`src/rtl/cal_pkg.sv`:
```
// Calendar constants and the month-length helper shared by the counter and its bench.
package cal_pkg;

  localparam int DAY_W = 5;
  localparam int MON_W = 4;

  localparam logic [MON_W-1:0] JAN = 4'd1;
  localparam logic [MON_W-1:0] FEB = 4'd2;
  localparam logic [MON_W-1:0] MAR = 4'd3;
  localparam logic [MON_W-1:0] APR = 4'd4;
  localparam logic [MON_W-1:0] MAY = 4'd5;
  localparam logic [MON_W-1:0] JUN = 4'd6;
  localparam logic [MON_W-1:0] JUL = 4'd7;
  localparam logic [MON_W-1:0] AUG = 4'd8;
  localparam logic [MON_W-1:0] SEP = 4'd9;
  localparam logic [MON_W-1:0] OCT = 4'd10;
  localparam logic [MON_W-1:0] NOV = 4'd11;
  localparam logic [MON_W-1:0] DEC = 4'd12;

  localparam logic [DAY_W-1:0] DAYS_28 = 5'd28;
  localparam logic [DAY_W-1:0] DAYS_29 = 5'd29;
  localparam logic [DAY_W-1:0] DAYS_30 = 5'd30;
  localparam logic [DAY_W-1:0] DAYS_31 = 5'd31;

  // Days in a month; illegal month codes return 0 so any day check against them fails.
  function automatic logic [DAY_W-1:0] month_days(input logic [MON_W-1:0] month,
                                                  input logic leap);
    logic [DAY_W-1:0] len;
    len = '0;
    case (month)
      JAN, MAR, MAY, JUL, AUG, OCT, DEC: len = DAYS_31;
      APR, JUN, SEP, NOV:                len = DAYS_30;
      FEB:                               len = leap ? DAYS_29 : DAYS_28;
      default:                           len = '0;
    endcase
    return len;
  endfunction

endpackage

```
`src/rtl/month_len_lut.sv`:
```
// Combinational month/leap -> number of days lookup.
module month_len_lut
  import cal_pkg::*;
(
  input  logic [MON_W-1:0] month,
  input  logic             leap,
  output logic [DAY_W-1:0] len
);

  // Pure table lookup through the shared helper.
  always_comb begin
    len = month_days(month, leap);
  end

endmodule

```
`src/rtl/date_counter.sv`:
```
// Registered day/month counter advancing one day per tick, with validated
// synchronous load, sticky load-error flag and a Dec 31 -> Jan 1 wrap pulse.
module date_counter #(
  parameter int DAY_W   = cal_pkg::DAY_W,
  parameter int MON_W   = cal_pkg::MON_W,
  parameter int RST_DAY = 1,
  parameter int RST_MON = 1
) (
  input  logic             clk,
  input  logic             rst,
  input  logic             tick,
  input  logic             load,
  input  logic [DAY_W-1:0] load_day,
  input  logic [MON_W-1:0] load_month,
  input  logic             leap,
  output logic [DAY_W-1:0] day,
  output logic [MON_W-1:0] month,
  output logic [DAY_W-1:0] month_len,
  output logic             wrap,
  output logic             err
);

  import cal_pkg::JAN;
  import cal_pkg::DEC;

  logic [DAY_W-1:0] day_q, day_d;
  logic [MON_W-1:0] month_q, month_d;
  logic             wrap_q, wrap_d;
  logic             err_q, err_d;

  logic [DAY_W-1:0] cur_len;
  logic [DAY_W-1:0] load_len;
  logic             load_ok;

  // Length of the month currently held; also the month_len output.
  month_len_lut u_cur_len (
    .month (month_q),
    .leap  (leap),
    .len   (cur_len)
  );

  // Length of the month being loaded, used only to validate the load.
  month_len_lut u_load_len (
    .month (load_month),
    .leap  (leap),
    .len   (load_len)
  );

  // Load is legal only for a real month and a day inside that month.
  always_comb begin
    load_ok = (load_month >= JAN) && (load_month <= DEC) &&
              (load_day != '0) && (load_day <= load_len);
  end

  // Next-state: load beats tick; >= compare lets a stale Feb 29 roll to Mar 1.
  always_comb begin
    day_d   = day_q;
    month_d = month_q;
    wrap_d  = 1'b0;
    err_d   = err_q;
    if (load) begin
      if (load_ok) begin
        day_d   = load_day;
        month_d = load_month;
        err_d   = 1'b0;
      end else begin
        err_d   = 1'b1;
      end
    end else if (tick) begin
      if (day_q >= cur_len) begin
        day_d = DAY_W'(1);
        if (month_q == DEC) begin
          month_d = JAN;
          wrap_d  = 1'b1;
        end else begin
          month_d = month_q + MON_W'(1);
        end
      end else begin
        day_d = day_q + DAY_W'(1);
      end
    end
  end

  // State registers; synchronous reset overrides load and tick.
  always_ff @(posedge clk) begin
    if (rst) begin
      day_q   <= DAY_W'(RST_DAY);
      month_q <= MON_W'(RST_MON);
      wrap_q  <= 1'b0;
      err_q   <= 1'b0;
    end else begin
      day_q   <= day_d;
      month_q <= month_d;
      wrap_q  <= wrap_d;
      err_q   <= err_d;
    end
  end

  assign day       = day_q;
  assign month     = month_q;
  assign month_len = cur_len;
  assign wrap      = wrap_q;
  assign err       = err_q;

endmodule

```
`config.mk`:
```
export PLATFORM = sky130hd
export DESIGN_NAME = date_counter
export DESIGN_NICKNAME = d
export VERILOG_FILES = /design/src/rtl/cal_pkg.sv /design/src/rtl/month_len_lut.sv /design/src/rtl/date_counter.sv
export SDC_FILE = /design/constraint.sdc
export NUM_CORES = 1
export LEC_CHECK = 0
export CORE_MARGIN = 3
export CORE_UTILIZATION = 46
export DETAILED_ROUTE_END_ITERATION = 8
export PLACE_DENSITY = 0.75
export RECOVER_POWER = 50
export SYNTH_ARGS = -nofsm -noshare
export SYNTH_HDL_FRONTEND = slang
export SYNTH_SLANG_ARGS = --single-unit
```
`constraint.sdc`:
```
create_clock -name clk -period 3 [get_ports clk]
set_input_delay 0.3 -clock clk [delete_from_list [all_inputs] [get_ports clk]]
set_output_delay 0.3 -clock clk [all_outputs]
set_load 0.005 [all_outputs]
```
== Word-level counts from Yosys, hierarchy flattened ==
Index checks and enable logic that the tools add are counted.

* Bitwise operators: 2
* $add $sub $neg: 2
* Mux-type cells: 14
* Eq/ne operators: 25
* Reductions and logical operators: 13
* Magnitude comparators: 4

{| class="wikitable"
|+ Operator list
! cell !! count
|-
| 4-bit equality test, second input constant || 10
|-
| 4-bit by 3-bit equality test with 1-bit output, second input constant || 8
|-
| 5-bit one-hot mux with 3 select lines || 2
|-
| 4-bit 2-to-1 mux || 5
|-
| 5-bit 2-to-1 mux || 4
|-
| 4-bit by 2-bit equality test with 1-bit output, second input constant || 4
|-
| 7-bit OR reduction || 2
|-
| 4-bit OR reduction || 3
|-
| 4-bit by 1-bit equality test with 1-bit output, second input constant || 2
|-
| 5-bit by 1-bit adder with 5-bit output, second input constant || 1
|-
| 5-bit >= comparator || 1
|-
| 5-bit <= comparator || 1
|-
| 5-bit nonzero test || 1
|-
| 4-bit by 1-bit adder with 4-bit output, second input constant || 1
|-
| 4-bit by 1-bit >= comparator with 1-bit output, second input constant || 1
|-
| 4-bit <= comparator, second input constant || 1
|-
| 2-bit nonzero test || 2
|-
| 1-bit logical AND || 3
|-
| 1-bit 2-to-1 mux || 3
|-
| 3-bit AND reduction || 1
|-
| 2-bit by 1-bit inequality test with 1-bit output, second input constant || 1
|-
| 1-bit NOT || 2
|-
| 2-bit AND reduction || 1
|}

* Register bits after elaboration: 11
* Logic and storage cells: 64

== Depth between registers and ports, before layout ==
* Depth in word-level cells: 7
* Depth in mapped cells: 14

== Cells and area by module ==
Synthesis repeated with hierarchy kept, for this count alone.

* Cell total of the unflattened synthesis: 132
* Area total of the unflattened synthesis: 1086.0 um^2

{| class="wikitable"
|+ By module, submodules not included
! module !! cells each !! area each (um^2) !! instances
|-
| date_counter || 112 || 948.4 || 1
|-
| month_len_lut || 10 || 68.8 || 2
|}

== Worst setup path after synthesis ==
Ideal clock, no wire load.

* Kind: reg-to-reg
* Start: register month_q[1] (netlist: month[1])
* End: register day_q[2] (netlist: day[2])
* Stages on the path, launching flop included: 14
* Buffers on the path: 0
* Arrival time: 2754 ps
* Clock period less this slack: 2821 ps
* Path slack: 179 ps
* Cell sequence: dfxtp_1 inv_1 ha_1 or4_1 o21ai_0 o21ai_1 inv_1 ha_1 a21oi_1 o21ai_1 o41ai_4 nand2b_1 a21o_1 a21oi_2

* Longest elaborated chain between the ends: 7
* Elaborated cells on any way between the ends: 19
* Classes of those cells: order compare (1); eq/ne (12); mux (4); reduce/logical (2)

{| class="wikitable"
|+ Ends and longest elaborated chain
! what !! line !! RTL
|-
| start: declaration || date_counter.sv:27 || <nowiki>logic [MON_W-1:0] month_q, month_d;</nowiki>
|-
| start signal: assignment || date_counter.sv:88 || <nowiki>month_q <= MON_W'(RST_MON);</nowiki>
|-
| start signal: assignment || date_counter.sv:93 || <nowiki>month_q <= month_d;</nowiki>
|-
| 4-bit equality test, or another cell as far along || cal_pkg.sv:30 || <nowiki>case (month)</nowiki>
|-
| 7-bit OR reduction / 4-bit OR reduction (equally long branches) || cal_pkg.sv:30 ||
|-
| 5-bit one-hot mux with 3 select lines * || cal_pkg.sv:30 ||
|-
| net month_len[2] || date_counter.sv:18 || <nowiki>output logic [DAY_W-1:0] month_len,</nowiki>
|-
| 5-bit >= comparator * || date_counter.sv:70 || <nowiki>if (day_q >= cur_len) begin</nowiki>
|-
| 5-bit 2-to-1 mux * || date_counter.sv:70 ||
|-
| 5-bit 2-to-1 mux * || date_counter.sv:69 || <nowiki>end else if (tick) begin</nowiki>
|-
| 5-bit 2-to-1 mux * || date_counter.sv:61 || <nowiki>if (load) begin</nowiki>
|-
| end signal: assignment || date_counter.sv:87 || <nowiki>day_q <= DAY_W'(RST_DAY);</nowiki>
|-
| end signal: assignment || date_counter.sv:92 || <nowiki>day_q <= day_d;</nowiki>
|-
| end: declaration || date_counter.sv:26 || <nowiki>logic [DAY_W-1:0] day_q, day_d;</nowiki>
|}

The timed path passes the listed nets; every way through them passes the cells marked *. The select of a mux whose other input is x is not followed.
A chain may end at the register's enable or synchronous reset.

== Final worst setup path ==
* Start: register month_q[1] (netlist: month[1])
* End: register day_q[2] (netlist: day[2])

* Longest elaborated chain between the ends: 7
* Elaborated cells on any way between the ends: 19
* Classes of those cells: order compare (1); eq/ne (12); mux (4); reduce/logical (2)

{| class="wikitable"
|+ Ends and longest elaborated chain
! what !! line
|-
| 4-bit equality test, or another cell as far along || cal_pkg.sv:30
|-
| 7-bit OR reduction / 4-bit OR reduction (equally long branches) || cal_pkg.sv:30
|-
| 5-bit one-hot mux with 3 select lines * || cal_pkg.sv:30
|-
| 5-bit >= comparator * || date_counter.sv:70
|-
| 5-bit 2-to-1 mux * || date_counter.sv:70
|-
| 5-bit 2-to-1 mux * || date_counter.sv:69
|-
| 5-bit 2-to-1 mux * || date_counter.sv:61
|}

Every way passes the cells marked *; elsewhere a longest branch is shown, timed or not. The select of a mux whose other input is x is not followed.

==> impl_metrics.yaml <==
placed_design:
  dpl.hpwl_um: 2300
  dpl_cell_area_um2: 1430
  io_buffers: 29
  post-place-ws_ns: 0.000993
  dp.cells: 183
  gp_congestion: 0.787
critical_path:
  cp-end-kind: "register"
  worst_ep_required_time_ns: 3.21
  critPathMaxFanout: 7
  critPathSlowestCell: "or4_1"
  crit_chain: "inv_1, ha_1, or4_1, o21ai_1, o21ai_1, inv_1, ha_1, a21oi_2, o21ai_2, o41ai_4, buf_4, nand2b_1, a21o_1, a21oi_2"
  reg2reg_depth: 14
  slowest_delay_ns: 0.47
  cp-start-kind: "register"
  path_class: "reg -> reg"
  cp_data_arrival_time_ns: 3.06
pwr:
  power.density_nw_per_um2: 492
  p_leak_nw: 0.654
  peakVddDrop_v: 0.000334
  power_w: 0.000732
routing:
  first_pass_iters: 4
  antenna_left: 0
  vias: 1091
  drc_errors: 0
  dr.first_iter.drc_count: 23
  routedWlPerCell_um: 14.9
  vias_per_cell: 5.74
  totalWireLength_um: 2830
clocking:
  cts_tree: "done"
  clock_sinks: 11
  cts_buffers: 3
  h-tree-depth: 1
  cts_hold_buf: 0
  clkTransAtPathRegs_ns: 0.07
  clk_path_buf_depth: 2
  clock_latency_ns: 0.28
  root_buffer: "clkbuf_4"
die:
  pin_count: 30
  die-width_um: 54.6
  rows: 16
  core_area_um2: 2100
  die_area_um2: 2990
  die_h_um: 54.6
  start_util_pct: 51.8
timing:
  fin_ws_ns: 0.157
  finClkSkew_ns: 0.00149
  tns_ns: 0
  period_needed_ns: 2.84
  post-route-period-util_pct: 94.8
  drv_slew: 0
  setup_viol: 0
  hold_viol: 0
  timing.fmax_mhz: 352
  slew_headroom_pct: 72.7
  tightest_slew_ns: 0.407
grt:
  grtUsageMet2_pct: 39.8
  met3_usage_pct: 5.45
  antenna_found_initial: 0
  grt_pass1_wl_um: 4730
  grt_util_all_layers_pct: 21.8
  grt_max_degree: 13
  grt_pass1_vias: 1048
  grt_remaining_overflow: 0
  use_met1_pct: 25.0
  top_usage_layer: "met2"
logic_synthesis:
  yosys_warnings: 0
  yosysTopAreaCell: "dfxtp_1"
  synth_top_family_by_area: "compound AO/OA/AOI/OAI gates"
  synth_cells: 127
  async_flop_share_pct: 0
  synth_edf_count: 0
  syn_area_um2: 1090
  synth-seq-cells: 11
  synth_xor_area_share_pct: 0
  synthMuxAreaShare_pct: 4.71
  synth_cell_types: 43
  postSynthAreaPerCell_um2: 8.57
  yosys.area_share.adder_pct: 17.2
  synth_area_leaders: "dfxtp_1, ha_1, mux2i_1"
  synthFlopType: "dfxtp_1"
  synth-seq-area-share_pct: 20.2
  synth_compound_area_share_pct: 34.8
  syn_nets: 156
  synthSimpleGateAreaFrac_pct: 17.0
  synth_top_area_share_pct: 20.2
cells_and_area:
  final_nets: 193
  drive_gt1_share_pct: 18.4
  fin_area_um2: 1490
  most-common-layout-cells: "clkdlybuf4s50_1, ha_1, nand2_1"
  final_common_cell: "clkdlybuf4s50_1"
  antenna_cells: 0
  fin_cells: 190
  syn2layout_area_growth_pct: 36.8
hold_path:
  hold_depth: 2
  hold_path_class: "reg -> reg"
flow_run:
  maxCapViolCount: 0
run_status:
  outcome: "complete, no violations"
[metrics by stage]
step | utilization [%] | hold slack (ns)
5_1_grt | 70.8 | 0.524
4_1_cts | 70.0 | 0.511
2_1_floorplan | - | 0.474
6_report | 70.8 | 0.505
3_3_place_gp | 68.0 | 0.494
3_5_place_dp | 68.0 | 0.496
[path summary, 6_finish.rpt]
path	slack, ns	endpoint	from
setup / recovery	0.16	day[2]	month[1]
hold / removal	0.50	day[4]	day[4]
hold reg to reg	0.50	day[4]	day[4]
setup reg to reg	0.16	day[2]	month[1]
[kinds of logic after synthesis]
group                      Yosys count
AOI/OAI and AO/OA                   45
adders and majority gates           15
buffers and inverters               15
DFF                                 11
muxes                                5
and+or+nand+nor                     36
[power breakdown]
part	leakage (nW)	switching (W)	internal, W
combinational	0.548	0.000206	0.000233
sequential	0.0908	0.0000230	0.000164
clock	0.0150	0.0000541	0.0000516
total	0.654	0.000284	0.000448
[flip-flops by register name, summed over array words and instances (netlist names)]
name / count
day: 5
err: 1
month: 4
wrap: 1
[Yosys cell counts, types with 2 or more instances]
cell type / instances
mux2i_1: 4
buf_4: 2
o21ai_0: 3
nor2_1: 7
nor2b_1: 3
dfxtp_1: 11
nand3_1: 3
nand2_1: 10
inv_1: 8
clkbuf_1: 4
a22oi_1: 3
nand4_1: 2
o21ai_1: 4
a21oi_2: 2
or4_1: 2
a21oi_1: 6
a211oi_1: 3
o211ai_1: 4
ha_1: 15
a32o_1: 2
a21o_1: 4
nand2b_1: 3
a31oi_1: 2
[worst max-delay path: cells and delay by family, from the launching register on]
kind / cells / cell delay (ns)
compound gates: 7 / 1.06
simple gates: 2 / 0.53
fa+ha+maj: 2 / 0.46
flops: 1 / 0.37
buf+inv: 3 / 0.36
[layout make-up]
class / instances / area, µm²
well taps: 27 / 33.8
repair buffers: 39 / 362
multi-input cells: 101 / 812
fillers: 170 / 613
clock buffers: 4 / 26.3
flip-flops and latches: 11 / 225
inverters: 8 / 30.0
[what timing repair did]
item | 4_1_cts | 5_1_grt
cloned | 0 | 0
buffers inserted | 2 | 1
pin swaps | 1 | 0
setup endpoints to repair | 2 | 9
endpoints found under the hold margin | 0 | 0
gates resized for setup | 0 | 7
[per-layer routing]
layer | share of wire [%] | wire [µm]
met2 | 52 | 1480
met5 | 0 | 0
met3 | 4.2 | 118
met4 | 1.2 | 34
met1 | 42 | 1200
Note: power is estimated with default switching activity, not from simulation.
